### config.mk
export PLATFORM = sky130hd
export DESIGN_NAME = spi_transaction_controller
export DESIGN_NICKNAME = d
export VERILOG_FILES = /design/src/rtl/spi_transaction_controller.sv
export SDC_FILE = /design/constraint.sdc
export NUM_CORES = 1
export LEC_CHECK = 0
export ABC_AREA = 0
export BUFFER_PORTS_ARGS = -buffer_cell sky130_fd_sc_hd__buf_2
export CAP_MARGIN = 0
export CELL_PAD_IN_SITES_DETAIL_PLACEMENT = 0
export CELL_PAD_IN_SITES_GLOBAL_PLACEMENT = 1
export CORE_ASPECT_RATIO = 0.5
export CORE_UTILIZATION = 38
export CTS_BUF_LIST = sky130_fd_sc_hd__clkbuf_16
export DETAILED_ROUTE_END_ITERATION = 10
export PLACE_DENSITY_LB_ADDON = 0.15
export SLEW_MARGIN = 40
export SYNTH_ARGS = -nofsm -noshare
export SYNTH_HDL_FRONTEND = slang
export SYNTH_SLANG_ARGS = --single-unit
### constraint.sdc
create_clock -name CLK -period 1.7 [get_ports CLK]
set_clock_uncertainty 0.1 [all_clocks]
set_input_delay 0.34 -clock CLK [delete_from_list [all_inputs] [get_ports CLK]]
set_output_delay 0.34 -clock CLK [all_outputs]
set_load 0.005 [all_outputs]
### src/rtl/spi_transaction_controller.sv
// SPI slave frame sequencer: counts bits, decodes the command byte and turns
// following bytes into register-file writes or reads with address auto-increment.
module spi_transaction_controller #(
  parameter int NUM_REGS = 8,
  parameter int ADDR_W   = 3
) (
  input  logic              CLK,
  input  logic              _RST,
  input  logic              _CS,
  input  logic              SCK_RISE,
  input  logic [7:0]        RXByte,
  input  logic [7:0]        RegRdData,
  output logic              _HOLD,
  output logic [7:0]        TXData,
  output logic [ADDR_W-1:0] RegAddr,
  output logic [7:0]        RegWrData,
  output logic              RegWrEn,
  output logic              CmdErr
);

  typedef enum logic [2:0] {IDLE, CMD, WR, RD, IGNORE} state_t;

  localparam logic [ADDR_W-1:0] LastAddr = ADDR_W'(NUM_REGS - 1);

  state_t      state, stateNxt;
  logic [2:0]  BitCnt;
  logic        ByteDone;
  logic        rdLoad;
  logic        cmdBad;
  logic        decode, wrByte, rdAdv, clrErr;
  logic [ADDR_W-1:0] addrInc;

  // Shift registers only move while the slave is selected
  assign _HOLD   = _CS;
  assign cmdBad  = {1'b0, RXByte[6:0]} >= 8'(NUM_REGS);
  assign addrInc = (RegAddr == LastAddr) ? '0 : RegAddr + 1'b1;

  // State register
  always_ff @(posedge CLK or negedge _RST) begin
    if (!_RST) state <= IDLE;
    else       state <= stateNxt;
  end

  // Next-state and per-cycle action decode; a _CS rise always aborts to IDLE,
  // but a ByteDone already pending in that cycle still gets its action
  always_comb begin
    stateNxt = state;
    decode   = 1'b0;
    wrByte   = 1'b0;
    rdAdv    = 1'b0;
    clrErr   = 1'b0;
    case (state)
      IDLE: if (!_CS) begin
        stateNxt = CMD;
        clrErr   = 1'b1;
      end
      CMD: if (ByteDone) begin
        decode   = 1'b1;
        stateNxt = cmdBad ? IGNORE : (RXByte[7] ? WR : RD);
      end
      WR:      if (ByteDone) wrByte = 1'b1;
      RD:      if (ByteDone) rdAdv  = 1'b1;
      default: ;
    endcase
    if (_CS) stateNxt = IDLE;
  end

  // Bit counter and byte-boundary pulse; SCK edges are ignored while deselected
  always_ff @(posedge CLK or negedge _RST) begin
    if (!_RST) begin
      BitCnt   <= '0;
      ByteDone <= 1'b0;
    end else if (_CS) begin
      BitCnt   <= '0;
      ByteDone <= 1'b0;
    end else begin
      ByteDone <= SCK_RISE && (BitCnt == 3'd7);
      if (SCK_RISE) BitCnt <= BitCnt + 3'd1;
    end
  end

  // Register-file datapath: address, write strobe, TX reload and error flag
  always_ff @(posedge CLK or negedge _RST) begin
    if (!_RST) begin
      RegAddr   <= '0;
      RegWrData <= '0;
      RegWrEn   <= 1'b0;
      TXData    <= '0;
      CmdErr    <= 1'b0;
      rdLoad    <= 1'b0;
    end else begin
      RegWrEn <= wrByte;
      if (wrByte) RegWrData <= RXByte;
      // Reload TX one cycle after the read address is set or advanced, so
      // RegRdData already reflects the new address
      rdLoad <= (decode && !cmdBad && !RXByte[7]) || rdAdv;
      if (rdLoad && state == RD) TXData <= RegRdData;
      if (clrErr)                CmdErr <= 1'b0;
      else if (decode && cmdBad) CmdErr <= 1'b1;
      // Write address advances the cycle after its strobe
      if (decode && !cmdBad)     RegAddr <= RXByte[ADDR_W-1:0];
      else if (RegWrEn || rdAdv) RegAddr <= addrInc;
    end
  end

endmodule

; ---- After elaboration in Yosys (flattened, before gate mapping)
; Cells that the tools add are included.
[word_totals]
regBits = 29
in_bits = 20
output_inout_bits = 22
elab_cells = 52
[classes]
n_addsub = 2
order_cmp = 1
eq_ne = 6
muxes = 19
n_reduce_logical = 15
[op_table]
columns = op, count
row1 = 3-bit two-way mux, 8
row2 = 1-bit two-way mux, 10
row3 = 7-bit by 4-bit >= comparator with 1-bit output (second input constant), 1
row4 = 3-bit by 1-bit adder with 3-bit output (second input constant), 2
row5 = 3-bit by 2-bit equality test with 1-bit output (second input constant), 2
row6 = 3-bit equality test (second input constant), 2
row7 = 3-bit one-hot mux with 2 select lines, 1
row8 = 2-bit nonzero test, 3
row9 = 1-bit logical AND, 5
row10 = 3-bit by 1-bit equality test with 1-bit output (second input constant), 1
row11 = 3-bit zero test, 1
row12 = 3-bit != test (second input constant), 1
row13 = 3-bit nonzero test, 1
row14 = 1-bit zero test, 2
row15 = 1-bit logical OR, 2
row16 = 2-bit AND reduction, 1

; ---- Logic depth before layout (Yosys ltp)
[depth]
word_depth = 5
depth_mapped = 5
depth_no_buf = 5

; ---- Least setup slack after synthesis
; Ideal clock, no wire load.
[synth_path]
kind = register to register
start = reg state[0]
end = reg RegWrData[0]
setup_time_ns = 0.125
t_arrival_ns = 1.359
required_time_ns = 1.475
slack_ns = 0.117
stages_incl_launch_ff = 4
n_path_buf = 1
period_less_slack_ns = 1.583
path_cell_list = dfrtp_1 -> clkbuf_2 -> nor4b_4 -> mux2_2
[synth_between]
elab_chain_cells = 2
[synth_lines]
columns = item, line_no
row1 = from (decl), 25  ; state_t state, stateNxt;
row2 = from (signal assigned), 41  ; else state <= stateNxt;
row3 = 3-bit by 2-bit equality test with 1-bit output, 52  ; case (state)
row4 = 1-bit two-way mux, 52
row5 = net wrByte, 30  ; logic decode, wrByte, rdAdv, clrErr;
row6 = to (signal assigned), 93  ; if (wrByte) RegWrData <= RXByte;
row7 = to (decl), 16  ; output logic [7:0] RegWrData,
; The timed path passes the listed nets, and every way through them passes these cells.
; A chain may end at the register's enable or synchronous reset.

; ---- Worst setup path after layout
[layout_path]
start = reg state[2]
end = reg TXData[7]
[layout_between]
elab_chain_cells = 2
[layout_lines]
columns = item, line_no
row1 = 3-bit by 2-bit equality test with 1-bit output, 97  ; if (rdLoad && state == RD) TXData <= RegRdData;
row2 = 1-bit logical AND, 97
row3 = to (signal assigned), 97
row4 = to (decl), 14  ; output logic [7:0] TXData,
; No other way between the ends.

==> flow_summary.ini <==
[finish]
num-fill-cells = 272
area_growth_pct = 30.5
drive_above_1_share_pct = 47.9
layout.nets = 169
instances_no_fill = 186
design_area_sq_um = 1670
antenna_cells = 0
multi_input_area_sq_um = 518
seq_area_sq_um = 726
fin_util_pct = 54.0

[timing]
hold_viol_final = 0
tns_ns = 0
max_freq_mhz = 632
worst_slack_ns = 0.118
worstMarginPinSlew_ns = 0.648
maxSlewViolCount = 0
timing.final.crit_share_pct = 93.0
fin_hold_ws_ns = 0.000845
setup_violations = 0
period_needed_ns = 1.58
slew_headroom_pct = 56.8
rsz0062_at_grt = false

[power]
power_mw = 1.60
power_density_nw_per_um2 = 958
leakagePower_nw = 0.831
swShare_pct = 20.2
p_seq_share_pct = 44.9
combPwrFrac_pct = 5.5
pwr-share-clk_pct = 49.5
vdd_drop_max_mv = 0.716
p_switching_mw = 0.324
p_int_mw = 1.28

[critical_path]
cp.arrival_ns = 1.63
critPathLaunchType = flip-flop
cp_top_family = simple AND/OR/NAND/NOR gates
critPathCaptureType = flip-flop
crit_path_cell_trace = nand4b_1, mux2_2
cp_max_fo = 9
worstReg2RegEnd = TXData[7]$_DFFE_PN0P_
regToRegSetupSlack_ns = 0.12
worst-path-stages = 2
slowest_delay_ns = 0.49
cp_slowest_cell = nand4b_1
critical_path_buf_inv_count = 0
r2r_cells = 2
timing.rr.start = state[2]$_DFFE_PN0P_
worstSetupPathType = reg2reg
required_ns = 1.75

[clock_tree]
clk_latency_ns = 0.26
clockBufferDepth = 2
cts_num_sinks = 29
cts_buffers = 5
cts_setup_buffers = 0
cts_resized = 0
clkTransAtPathRegs_ns = 0.05
htreeDepth = 2
ctsHoldBuffers = 0
clockRootBuffer = clkbuf_16
cts_tree = yes

[synth]
synth_flop_cell = dfrtp_1
synth.top_cell.area_share_pct = 56.6
yosysMostFrequentCell = dfrtp_1
yosysUniqueCellTypes = 31
ys_ff_latch = 29
async_reset_ff_share_pct = 100
synth_edf_count = 0
synth_commonest_cells = dfrtp_1, mux2_2, nor2_1, ha_1
netlist_area_sq_um = 1280
yosysSeqAreaShare_pct = 56.6
ys_top_cells_by_area = dfrtp_1, mux2_2, ha_1
yosys_warnings = 0
synth_top_area_cell = dfrtp_1
syn-num-nets = 122
synthCells = 98
synth.avg_cell_area_sq_um = 13.1

[route]
drc_errors = 4
drtIter0Drc = 48
vias = 922
firstDrtPassIters = 7
viasPerCell = 4.96
wire_per_inst_um = 13.3
ant_nets = 0
drt-total-wl_mm = 2.47

[die]
rows = 14
start_util_pct = 41.4
io_pins = 42
dieArea_sq_um = 3630
coreArea_sq_um = 3100
dieWidth_um = 84.2
die_h_um = 43.1

[place]
gp_congestion = 0.717
dp.cells = 178
placed_area_sq_um = 1540
place.detailed.hpwl_mm = 1.83
port_buffers = 41
dp_slack_ns = 0.0583

[global_route]
grt_use_total_pct = 15.2
grt_pass1_wl_mm = 4.10
antenna_found_initial = 0
grt_pass1_vias = 870
grt_overflow = 0
grt_max_degree = 30

[run_status]
violations = design-rule violations
status = complete, but fails checks

[min_path]
holdCritPathClass = in2async

[flow_run]
cap_violations = 0
## metal layers
metal  global-route usage (%)  vias to the layer above  part of all wire, %
met4                     3.10                        0                 0.44
met2                     23.3                       25                   42
met1                     20.0                      444                   50
met5                        0                        -                    0
met3                     6.81                        2                  7.8
li1                         -                      451                    -
## worst register-to-register path: cells and delay by family (launching register included)
| kind | cells | cell delay (ns) |
|---|---|---|
| AND/OR/NAND/NOR | 1 | 0.49 |
| multiplexers | 1 | 0.41 |
| flip-flops | 1 | 0.46 |
## layout by cell type, fill, tap and decap left out, drive strengths merged, types with 2 or more instances in the layout
cell    Yosys  layout
buf         2      45
nor3        3       3
nor2        9       9
a21oi       3       3
mux2i       2       2
nand3b      3       3
clkbuf      3       5
o21ai       3       3
nand4b      2       2
mux2       16      16
inv         2       2
a31oi       3       3
ha          4       4
dfrtp      29      29
clkinv      0       3
## cell type report
class                   count  share of cell area (%)
flip-flops and latches     29                    43.3
multi-input cells          62                    30.9
repair buffers             45                    14.1
clock buffers               5                    7.47
well taps                  40                    2.99
clock inverters             3                   0.747
inverters                   2                   0.448
## worst max path at each step
stage | start | endpoint | slack, ns
after floorplan | state[0]$_DFFE_PN0P_ | RegWrData[0]$_DFFE_PN0P_ | 0.12
after global placement | RXByte[5] | state[0]$_DFFE_PN0P_ | 0.07
after detailed placement | RXByte[5] | state[0]$_DFFE_PN0P_ | 0.06
after CTS | state[2]$_DFFE_PN0P_ | TXData[5]$_DFFE_PN0P_ | 0.09
after global routing | state[1]$_DFFE_PN0P_ | TXData[2]$_DFFE_PN0P_ | 0.007
final | state[2]$_DFFE_PN0P_ | TXData[7]$_DFFE_PN0P_ | 0.12
## power by group through the flow
stage / Sequential (mW) / Clock (mW) / Combinational, mW
after detailed placement: 0.731 / 0 / 0.0909
after floorplan: 0.729 / 0 / 0.0332
after global routing: 0.721 / 0.857 / 0.101
after global placement: 0.731 / 0 / 0.0901
after CTS: 0.720 / 0.822 / 0.0913
final: 0.720 / 0.794 / 0.0887
## state kept, by name, summed over array words and instances (netlist names)
signal and flops:
rdLoad 1, TXData 8, RegWrEn 1, RegAddr 3, CmdErr 1, BitCnt 3
RegWrData 8, state 3, ByteDone 1
## logic make-up (layout without fill, tap and decap cells)
| logic type | count (synthesis) | in the layout | share of synthesized area (%) |
|---|---|---|---|
| AOI/OAI and AO/OA | 12 | 12 | 5.95 |
| DFF | 29 | 29 | 56.6 |
| muxes | 18 | 18 | 15.6 |
| adders and majority gates | 4 | 4 | 3.90 |
| buffers and inverters | 7 | 55 | 3.02 |
| and+or+nand+nor | 27 | 27 | 14.2 |
| xor gates and xnor gates | 1 | 1 | 0.683 |
Note: power is estimated with default switching activity, not from simulation.
